## src/rtl/clock_monitor_100khz.sv

```systemverilog
// Receive-side monitor for the divided 100 kHz clock, sampled as data in the 1 MHz domain.
// Produces edge strobes, half-period/period measurement, and LOCKED/FAULT health status.
module clock_monitor_100khz #(
    parameter int EXP_HALF   = 5,
    parameter int TOL        = 1,
    parameter int LOCK_COUNT = 4,
    parameter int TIMEOUT    = 16
) (
    input  logic       CLK_1MHZ_IN,
    input  logic       RESET_IN,
    input  logic       CLK_100KHZ_IN,
    output logic       RISE_STROBE_OUT,
    output logic       FALL_STROBE_OUT,
    output logic       LOCKED_OUT,
    output logic       FAULT_OUT,
    output logic [7:0] PERIOD_OUT,
    output logic [7:0] FAULT_COUNT_OUT
);
    localparam int HC_W = $clog2(TIMEOUT + 1);
    localparam int GC_W = $clog2(LOCK_COUNT + 1);

    localparam logic [1:0] ST_SEARCH = 2'd0;
    localparam logic [1:0] ST_LOCKED = 2'd1;
    localparam logic [1:0] ST_FAULT  = 2'd2;

    logic            s1, s2, s3;
    logic [HC_W-1:0] hc;
    logic [7:0]      pc;
    logic [GC_W-1:0] gc, gc_n;
    logic [1:0]      state, state_n;
    logic            first_edge;
    logic            to_done;

    logic rise, fall, edge_det, to_hit, timeout_evt, eval, h_good, good, bad;

    always_comb begin
        rise        = s2 & ~s3;
        fall        = ~s2 & s3;
        edge_det    = rise | fall;
        // An edge landing on the timeout cycle wins, but is treated as a fresh start.
        to_hit      = (hc == HC_W'(TIMEOUT)) && !to_done;
        timeout_evt = to_hit && !edge_det;
        eval        = edge_det && !first_edge && !to_hit;
        h_good      = (int'(hc) >= EXP_HALF - TOL) && (int'(hc) <= EXP_HALF + TOL);
        good        = eval && h_good;
        bad         = (eval && !h_good) || timeout_evt;

        gc_n = gc;
        if (bad)
            gc_n = '0;
        else if (good && (gc != GC_W'(LOCK_COUNT)))
            gc_n = gc + 1'b1;

        state_n = state;
        case (state)
            ST_SEARCH: if (gc_n == GC_W'(LOCK_COUNT)) state_n = ST_LOCKED;
            ST_LOCKED: if (bad) state_n = ST_FAULT;
            ST_FAULT:  if (gc_n == GC_W'(LOCK_COUNT)) state_n = ST_LOCKED;
            default:   state_n = ST_SEARCH;
        endcase
    end

    always_ff @(posedge CLK_1MHZ_IN) begin
        if (RESET_IN) begin
            s1              <= 1'b0;
            s2              <= 1'b0;
            s3              <= 1'b0;
            hc              <= '0;
            pc              <= '0;
            gc              <= '0;
            state           <= ST_SEARCH;
            first_edge      <= 1'b1;
            to_done         <= 1'b0;
            RISE_STROBE_OUT <= 1'b0;
            FALL_STROBE_OUT <= 1'b0;
            LOCKED_OUT      <= 1'b0;
            FAULT_OUT       <= 1'b0;
            PERIOD_OUT      <= '0;
            FAULT_COUNT_OUT <= '0;
        end else begin
            s1 <= CLK_100KHZ_IN;
            s2 <= s1;
            s3 <= s2;
            RISE_STROBE_OUT <= rise;
            FALL_STROBE_OUT <= fall;

            if (edge_det)
                hc <= HC_W'(1);
            else if (hc != HC_W'(TIMEOUT))
                hc <= hc + 1'b1;

            if (rise)
                pc <= 8'd1;
            else if (pc != 8'hFF)
                pc <= pc + 1'b1;

            // The first rise after reset/timeout has no valid start point to measure from.
            if (rise && !first_edge && !to_hit)
                PERIOD_OUT <= pc;

            if (edge_det)
                to_done <= 1'b0;
            else if (to_hit)
                to_done <= 1'b1;

            if (timeout_evt)
                first_edge <= 1'b1;
            else if (edge_det)
                first_edge <= 1'b0;

            if ((state == ST_LOCKED) && bad && (FAULT_COUNT_OUT != 8'hFF))
                FAULT_COUNT_OUT <= FAULT_COUNT_OUT + 1'b1;

            gc         <= gc_n;
            state      <= state_n;
            LOCKED_OUT <= (state_n == ST_LOCKED);
            FAULT_OUT  <= (state_n == ST_FAULT);
        end
    end
endmodule
```

## config.mk

```make
export PLATFORM = sky130hd
export DESIGN_NAME = clock_monitor_100khz
export DESIGN_NICKNAME = d
export VERILOG_FILES = /design/src/rtl/clock_monitor_100khz.sv
export SDC_FILE = /design/constraint.sdc
export NUM_CORES = 1
export LEC_CHECK = 0
export CAP_MARGIN = 20
export CORE_MARGIN = 2
export CORE_UTILIZATION = 59
export DETAILED_ROUTE_END_ITERATION = 7
export GPL_TIMING_DRIVEN = 0
export HOLD_SLACK_MARGIN = 0.03
export PLACE_DENSITY = 0.83
export SLEW_MARGIN = 30
export SYNTH_ARGS = -nofsm -noshare
export SYNTH_HDL_FRONTEND = slang
export SYNTH_SLANG_ARGS = --single-unit
```

## constraint.sdc

```tcl
create_clock -name CLK_1MHZ_IN -period 2.9 [get_ports CLK_1MHZ_IN]
set_input_delay 0.725 -clock CLK_1MHZ_IN [delete_from_list [all_inputs] [get_ports CLK_1MHZ_IN]]
set_output_delay 0.725 -clock CLK_1MHZ_IN [all_outputs]
set_load 0.02 [all_outputs]
```

Yosys cells after proc, flatten, opt, wreduce, memory -nomap -nowiden
Index checks and enable logic that the tools add are counted.
{"block": "totals", "register_bits": 43, "latchBits": 0, "ramBits": 0, "romBits": 0, "input_bits": 3, "out_inout_bits": 20, "word_cells": 72, "n_memories": 0}
{"block": "op_classes", "addsub": 4, "multipliers": 0, "n_div": 0, "magnitude_cmp": 2, "eq_ne": 10, "n_shift": 0, "mux": 9, "bitwise": 5, "reduce_logical": 25}
{"cell": "adder 8 x 1 -> 8 bit (second input constant)", "count": 2}
{"cell": "inequality test 8 bit (second input constant)", "count": 2}
{"cell": "logical AND 1 bit", "count": 12}
{"cell": "OR reduction 2 bit", "count": 4}
{"cell": "2-to-1 mux 3 bit", "count": 2}
{"cell": "adder 5 x 1 -> 5 bit (second input constant)", "count": 1}
{"cell": "equality test 5 bit (second input constant)", "count": 1}
{"cell": "greater-or-equal comparator 5 x 3 -> 1 bit (second input constant)", "count": 1}
{"cell": "less-or-equal comparator 5 x 3 -> 1 bit (second input constant)", "count": 1}
{"cell": "zero test 1 bit", "count": 5}
{"cell": "inequality test 5 bit (second input constant)", "count": 1}
{"cell": "equality test 2 x 1 -> 1 bit (second input constant)", "count": 2}
{"cell": "equality test 2 bit (second input constant)", "count": 2}
{"cell": "2-to-1 mux 1 bit", "count": 4}
{"cell": "2-to-1 mux 2 bit", "count": 2}
{"cell": "one-hot mux 2 bit (2 select lines)", "count": 1}
{"cell": "nonzero test 2 bit", "count": 2}
{"cell": "adder 3 x 1 -> 3 bit (second input constant)", "count": 1}
{"cell": "equality test 3 bit (second input constant)", "count": 1}
{"cell": "inequality test 3 bit (second input constant)", "count": 1}
{"cell": "AND 1 bit", "count": 2}
{"cell": "zero test 2 bit", "count": 1}
{"cell": "inverter 1 bit", "count": 2}
{"cell": "logical OR 1 bit", "count": 1}
{"cell": "bitwise OR 1 bit", "count": 1}

Depth between registers and ports, before layout
Gate-level depths: netlist (run 1).
{"block": "depth", "word_depth": 13, "mapped_depth": 8, "depth_no_buf": 7}

Worst setup path after synthesis (run 1)
OpenSTA, ideal clock, no wires.
{"block": "synth_timing", "path_type": "reg-to-reg", "from": "reg hc[0]", "to": "reg FAULT_COUNT_OUT[5]", "setup_ns": 0.070, "t_arrival_ns": 1.724, "required_time_ns": 2.830, "setup_slack_ns": 1.105, "stages_incl_launch_ff": 8, "n_path_buf": 0, "synth_period_minus_slack_ns": 1.795, "cell_sequence": "dfxtp_1 inv_1 ha_1 and4bb_4 a21oi_4 a22oi_2 or4_1 a21oi_1"}
{"block": "synth_between", "elab_chain_len": 8, "word_cells_on_any_way": 13, "classes_between": "order compare (2); eq/ne (1); reduce/logical (10)"}
{"element": "start, declared", "line": "27", "source": "logic [HC_W-1:0] hc;"}
{"element": "start signal, assigned", "line": "90", "source": "hc <= hc + 1'b1;"}
{"element": "branches (longest 5 deep; another with greater-or-equal comparator 5 x 3 -> 1 bit)"}
{"element": "logical OR 1 bit (*)", "line": "46", "source": "bad = (eval && !h_good) || timeout_evt;"}
{"element": "logical AND 1 bit (*) (2 in a row)", "line": "111", "source": "if ((state == ST_LOCKED) && bad && (FAULT_COUNT_OUT != 8'hFF))"}
{"element": "end signal, assigned", "line": "112", "source": "FAULT_COUNT_OUT <= FAULT_COUNT_OUT + 1'b1;"}
{"element": "end, declared", "line": "17", "source": "output logic [7:0] FAULT_COUNT_OUT"}
Every way passes the cells marked *.
A chain may end at the register's enable or synchronous reset.

Worst setup path after layout (run 1)
{"block": "layout_timing", "from": "reg FAULT_COUNT_OUT[0]", "to": "out FAULT_COUNT_OUT[0]"}
No word-level cell between the ends.

==> metrics.csv, run 1 <==
metric,value,unit
status,"finished, final reports clean",
ys_ff_latch,43,
gp_congestion,0.783,
switchingPower,223,µW
worstHoldEndpoint,s2,
routed_wl,3.82,mm
vias_per_cell,5.79,
drive_above_1_share,7.88,%
hold_path.class,flip-flop to flip-flop,
tns,0,ns
r2r_slack,0.88,ns
switching_share,23.9,%
multiInputGateArea,0.00100,mm²
whs_path_depth,1,
start_util,62.7,%
p_clk_share,27.9,%
fillCellCount,277,
regArea,861,µm²
worst_setup_path_start_kind,flip-flop,
vias,1650,
yosysTopAreaCellShare,44.2,%
syn_inst,213,
tightestPinTransition,0.632,ns
slew_headroom,57.6,%
crit_family,buffers and inverters,
slowest_stage,clkdlybuf4s50_1,
synthToLayoutAreaGrowth,16.3,%
p_leak,0.000792,µW
r2r_start,s2,
yosys_warnings,0,
portBuffers,22,
coreArea,0.00310,mm²
cts_tree,done,
grt_first_pass_wirelength,6.30,mm
diodes,0,
fin_util,72.9,%
grt_max_degree,12,
io_pins,23,
dr.first_iter.drc_count,80,
ys_seq_area_share,44.2,%
firstDrtPassIters,4,
root_buffer,clkbuf_4,
ant_nets,0,
min_from,s1,
crit_fanout,7,
fin_crit,2.21,ns
path_cells,clkdlybuf4s50_1,
hpwl,2.80,mm
critical_path_class,flip-flop to output pin,
htree_levels,2,
combPwrFrac,6.7,%
worstSetupEndpointType,output pin,
hold_viol,0,
synth_cell_types,45,
max_freq,452,MHz
synth-async-reset-ratio,0,%
reg2reg_to,state[0],
cts_buffer_depth,2,
synth_edf_count,0,
layout_commonest_cell,dfxtp_1,
required,2.17,ns
maxCapViolations,0,
clkTransAtPathRegs,0.11,ns
insertion_delay,0.35,ns
synth-main-ff-cell,dfxtp_1,
cts_sinks,43,
min_period_over_period,76.2,%
cts_setup_buffers,0,
die_w,61.4,µm
synthTopCellsByArea,"dfxtp_1 (44%), a21oi_1 (5.7%), ha_1 (5.1%)",
grt_usage,22.3,%
final_cell_mix,"dfxtp_1 (43), a21oi_1 (22), clkdlybuf4s50_1 (22)",
syn-cell-area,0.00195,mm²
syn_area_per_cell,9.14,µm²
cts-resized-gates,0,
skew,0.00847,ns
cts_buffers,5,
drv_slew,0,
internal_power,711,µW
final_nets,253,
powerDensity,413,mW/mm²
rsz0062_at_grt,no,
synth_area_leader_cell,dfxtp_1,
dieHeight,61.4,µm
num_rows,20,
worst_ep_arrival_time,1.49,ns
critPathBufInv,1,
ir_worst_vdd,0.296,mV
power_frac_seq,65.4,%
antenna_found_initial,0,
cts_hold_buffers,0,
slowest_delay,0.66,ns
synth_nets,224,
dieArea,0.00378,mm²
gr-total-overflow,0,
setup_violations,0,
wire_per_inst,13.4,µm
total_power,935,µW
rr_worst_depth,8,
drcViolationCount,0,
grt_pass1_vias,1498,
worst max-delay path by stage:
stage | to | slack, ns | depth (start not counted) | from
floorplan | FAULT_COUNT_OUT[5] | 1.11 | 7 | hc[0]
global placement | pc[0] | 0.55 | 4 | RESET_IN
detailed placement | pc[0] | 0.49 | 4 | RESET_IN
CTS | FAULT_COUNT_OUT[0] | 0.70 | 1 | FAULT_COUNT_OUT[0]
global route | FAULT_COUNT_OUT[0] | 0.65 | 1 | FAULT_COUNT_OUT[0]
finish | FAULT_COUNT_OUT[0] | 0.69 | 1 | FAULT_COUNT_OUT[0]
metal layers:
layer  vias to the layer above  GRT usage, %  part of all wire [%]
li1                        826             -                     -
met1                       776          27.4                    47
met2                        42          37.5                    47
met3                         6          5.04                   4.9
met4                         0          9.42                   1.1
met5                         -             0                     0
power by group through the flow:
stage	clock (µW)	combinational, µW	sequential (µW)
final	261	62.4	612
after CTS	264	62.8	612
after global placement	0	59.7	624
after detailed placement	0	62.4	625
after floorplan	0	44.9	624
after global routing	283	70.4	613
cell type report:
cell class / count / area share (%)
Buffer: 9 / 2.27
Timing Repair Buffer: 22 / 9.73
Tap cell: 44 / 2.43
Clock buffer: 6 / 1.82
Inverter: 9 / 1.49
Sequential cell: 43 / 38.0
Multi-Input combinational cell: 152 / 44.2
logic make-up (layout without fill, tap and decap cells):
group           after synthesis  count (layout)  synth area share, %
simple gates                 87              87                 25.3
fa+ha+maj                     8               8                 5.14
compound gates               46              46                 15.9
xor+xnor                      9               9                 4.05
buf+inv                      18              46                 4.37
mux                           2               2                 1.03
flops                        43              43                 44.2
sequential cells by signal, indices dropped and copies added (netlist names):
name             count
FAULT_COUNT_OUT      8
PERIOD_OUT           8
pc                   8
hc                   5
gc                   3
state                2
FALL_STROBE_OUT      1
FAULT_OUT            1
LOCKED_OUT           1
RISE_STROBE_OUT      1
first_edge           1
s1                   1
s2                   1
s3                   1
to_done              1
cell usage after synthesis, types with 2 or more instances:
library cell  instances
o31ai_1               3
nand2b_1              2
nand3_1              13
a41oi_1               3
a211oi_1              3
o21ai_0               4
mux2i_1               2
or3_1                 2
xor2_1                7
nor2b_1               8
nor3b_1               2
xnor2_1               2
dfxtp_1              43
buf_2                 2
and4_1                2
a21oi_1              22
inv_1                 9
nand4_1               9
ha_1                  8
nor3_1                7
buf_6                 2
nor2_1               13
or4_1                 3
clkbuf_1              4
a21bo_2               2
and3_1                3
nand2_1              15
per-stage QoR:
| stage | setup WS [ns] | std cells | hold WS (ns) | cell area (µm²) |
|---|---|---|---|---|
| 6_report | 0.690 | 285 | 0.452 | 2260 |
| 5_1_grt | 0.647 | 285 | 0.471 | 2260 |
| 4_1_cts | 0.701 | 285 | 0.455 | 2260 |
| 3_5_place_dp | 0.486 | 279 | 0.428 | 2220 |
| 3_3_place_gp | 0.551 | 279 | 0.424 | 2220 |
| 2_1_floorplan | 1.11 | 213 | 0.414 | 1950 |
No activity file was read; power rests on OpenSTA's default activity.
==> run 2, diff against run 1 <==
Settings changed: CORE_UTILIZATION 59 to 49, PLACE_DENSITY 0.83 to 0.73.
Clock period 2.9 ns to 1.8 ns, I/O delays scaled along.
==> metrics.csv, run 2 (same netlist as run 1, synthesis figures left out) <==
metric,value,unit,change
final_nets,267,,was 253
routed_wl,4.19,mm,was 3.82 mm
path_cells,inv_2 -> ha_4 -> and4bb_4 -> a21oi_4 -> a22oi_2 -> or4_1 -> a21oi_1,,was clkdlybuf4s50_1
drive_above_1_share,22.6,%,was 7.88%
dieArea,0.00449,mm²,was 0.00378 mm²
status,"finished, final reports clean",,unchanged
die_w,67.0,µm,was 61.4 µm
antenna_found_initial,0,,unchanged
r2r_start,hc[1],,was s2
slew_headroom,61.1,%,was 57.6%
powerDensity,706,mW/mm²,was 413 mW/mm²
setup_violations,0,,unchanged
final_cell_mix,"dfxtp_1 (39), a21oi_1 (19), clkdlybuf4s50_1 (15)",,"was dfxtp_1 (43), a21oi_1 (22), clkdlybuf4s50_1 (22)"
num_rows,22,,was 20
multiInputGateArea,0.00111,mm²,was 0.00100 mm²
layout_commonest_cell,dfxtp_1,,unchanged
cts_sinks,43,,unchanged
wire_per_inst,13.7,µm,was 13.4 µm
clkTransAtPathRegs,0.08,ns,was 0.11 ns
place_ws,-0.335,ns,was 0.486 ns
r2r_slack,0.002,ns,was 0.88 ns
rr_worst_depth,7,,was 8
worst_setup_path_start_kind,flip-flop,,unchanged
htree_levels,2,,unchanged
vias_per_cell,5.56,,was 5.79
worst_ep_arrival_time,2.03,ns,was 1.49 ns
tns,0,ns,unchanged
tightestPinTransition,0.583,ns,was 0.632 ns
grt_pass1_vias,1565,,"was 1,498"
worst_slack,0.00215,ns,was 0.690 ns
hold_viol,0,,unchanged
io_pins,23,,unchanged
p_leak,0.000990,µW,was 0.000792 µW
crit_fanout,6,,was 7
skew,0.00655,ns,was 0.00847 ns
reg_top3,"FAULT_COUNT_OUT x8, PERIOD_OUT x8, pc x8",,unchanged
dieHeight,67.0,µm,was 61.4 µm
slowest_stage,or4_1,,was clkdlybuf4s50_1
cts_buffers,5,,unchanged
gp_congestion,0.812,,was 0.783
root_buffer,clkbuf_8,,was clkbuf_4
hold_path.class,flip-flop to flip-flop,,unchanged
drcViolationCount,0,,unchanged
grt_usage,20.6,%,was 22.3%
hpwl,2.61,mm,was 2.80 mm
start_util,52.0,%,was 62.7%
placed_cells_incl_taps,283,,was 279
critical_path_class,flip-flop to flip-flop,,was flip-flop to output pin
ir_worst_vdd,0.429,mV,was 0.296 mV
rsz0062_at_grt,yes,,was no
reg2reg_to,FAULT_COUNT_OUT[4],,was state[0]
cts_tree,done,,unchanged
drv_slew,0,,unchanged
grt_first_pass_wirelength,7.00,mm,was 6.30 mm
max_freq,556,MHz,
coreArea,0.00374,mm²,was 0.00310 mm²
stdcell_count,305,,was 285
synthToLayoutAreaGrowth,32.2,%,was 16.3%
cts_buffer_depth,2,,unchanged
firstDrtPassIters,4,,unchanged
worstSetupEndpointType,flip-flop,,was output pin
insertion_delay,0.30,ns,was 0.35 ns
vias,1697,,"was 1,650"
dr.first_iter.drc_count,76,,was 80
min_from,s1,,unchanged
required,2.03,ns,was 2.17 ns
ant_nets,0,,unchanged
worstHoldEndpoint,s2,,unchanged
fin_crit,1.80,ns,
portBuffers,22,,unchanged
maxCapViolations,0,,unchanged
slowest_delay,0.50,ns,was 0.66 ns
gr-total-overflow,0,,unchanged
fin_util,68.8,%,was 72.9%
regArea,868,µm²,was 861 µm²
grt_max_degree,14,,was 12
whs_path_depth,1,,unchanged
diodes,0,,unchanged
min_period_over_period,99.9,%,
fillCellCount,322,,was 277
## run 2: cell types whose count changed in the layout (fill, tap and decap cells not counted), moves of 3 or more
| cell | previous run | this run |
|---|---|---|
| buf_6 | 2 | 5 |
| clkdlybuf4s50_1 | 22 | 15 |
| buf_4 | 0 | 12 |
| clkbuf_4 | 5 | 0 |
| dlygate4sd2_1 | 0 | 3 |
| inv_2 | 0 | 3 |
| dfxtp_1 | 43 | 39 |
| dfxtp_2 | 0 | 3 |
| inv_1 | 9 | 6 |
| a21oi_1 | 22 | 19 |
| clkbuf_8 | 0 | 7 |
| dlymetal6s2s_1 | 0 | 4 |
| a21oi_2 | 0 | 3 |
## run 2: how the worst max path moves through the flow
stage / start / end / slack [ns] / cells after the start
3_3_place_gp: RESET_IN / pc[0] / -0.35 / 4
6_report: hc[1] / FAULT_COUNT_OUT[4] / 0.002 / 7
5_1_grt: hc[1] / FAULT_COUNT_OUT[4] / -0.09 / 7
4_1_cts: FAULT_COUNT_OUT[3] / FAULT_COUNT_OUT[3] / 0.006 / 1
2_1_floorplan: hc[0] / FAULT_COUNT_OUT[5] / 0.005 / 7
3_5_place_dp: RESET_IN / pc[0] / -0.33 / 4
## run 2: repair_timing
action                                  CTS  global route
cloned                                    0             1
pin swaps                                 8            22
endpoints found under the setup margin   23            24
hold buffers                              0             0
buffers inserted                         11             2
gates resized for setup                  18            22
## run 2: cell type report
class,count,share of cell area (%)
Multi-Input combinational cell,152,43.1
Inverter,9,1.31
Timing Repair Buffer,36,13.2
Buffer,9,2.28
Clock buffer,7,3.74
Tap cell,48,2.33
Clock inverter,1,0.292
Sequential cell,43,33.7
## run 2: routing by layer
layer | wire [µm] | vias to the layer above | track usage [%] | share of wire, %
li1 | - | 854 | - | -
met1 | 2030 | 809 | 27.4 | 49
met2 | 1930 | 29 | 32.4 | 46
met3 | 172 | 5 | 5.57 | 4.1
met4 | 55 | 0 | 6.12 | 1.3
met5 | 0 | - | 0 | 0
## run 2: through the flow
stage | total power (µW) | instance area (µm²) | hold slack [ns]
detailed placement | 1110 | 2230 | 0.433
CTS | 1800 | 2460 | 0.448
global placement | 1110 | 2230 | 0.418
global route | 1890 | 2570 | 0.456
floorplan | 1080 | 1950 | 0.414
finish | 1820 | 2570 | 0.444
## run 2: report_power, final
part | switching (µW) | total [µW] | internal (µW)
Combinational | 80.4 | 149 | 68.8
Sequential | 17.6 | 986 | 968
Clock | 332 | 681 | 349
## run 2: worst max-delay path, delay by kind of cell (launching register included)
kind / cells / cell delay, ns
AO/OA/AOI/OAI: 3 / 0.47
adder cells (fa/ha/maj): 1 / 0.16
buffers and inverters: 1 / 0.04
flip-flops: 1 / 0.36
AND/OR/NAND/NOR: 2 / 0.72
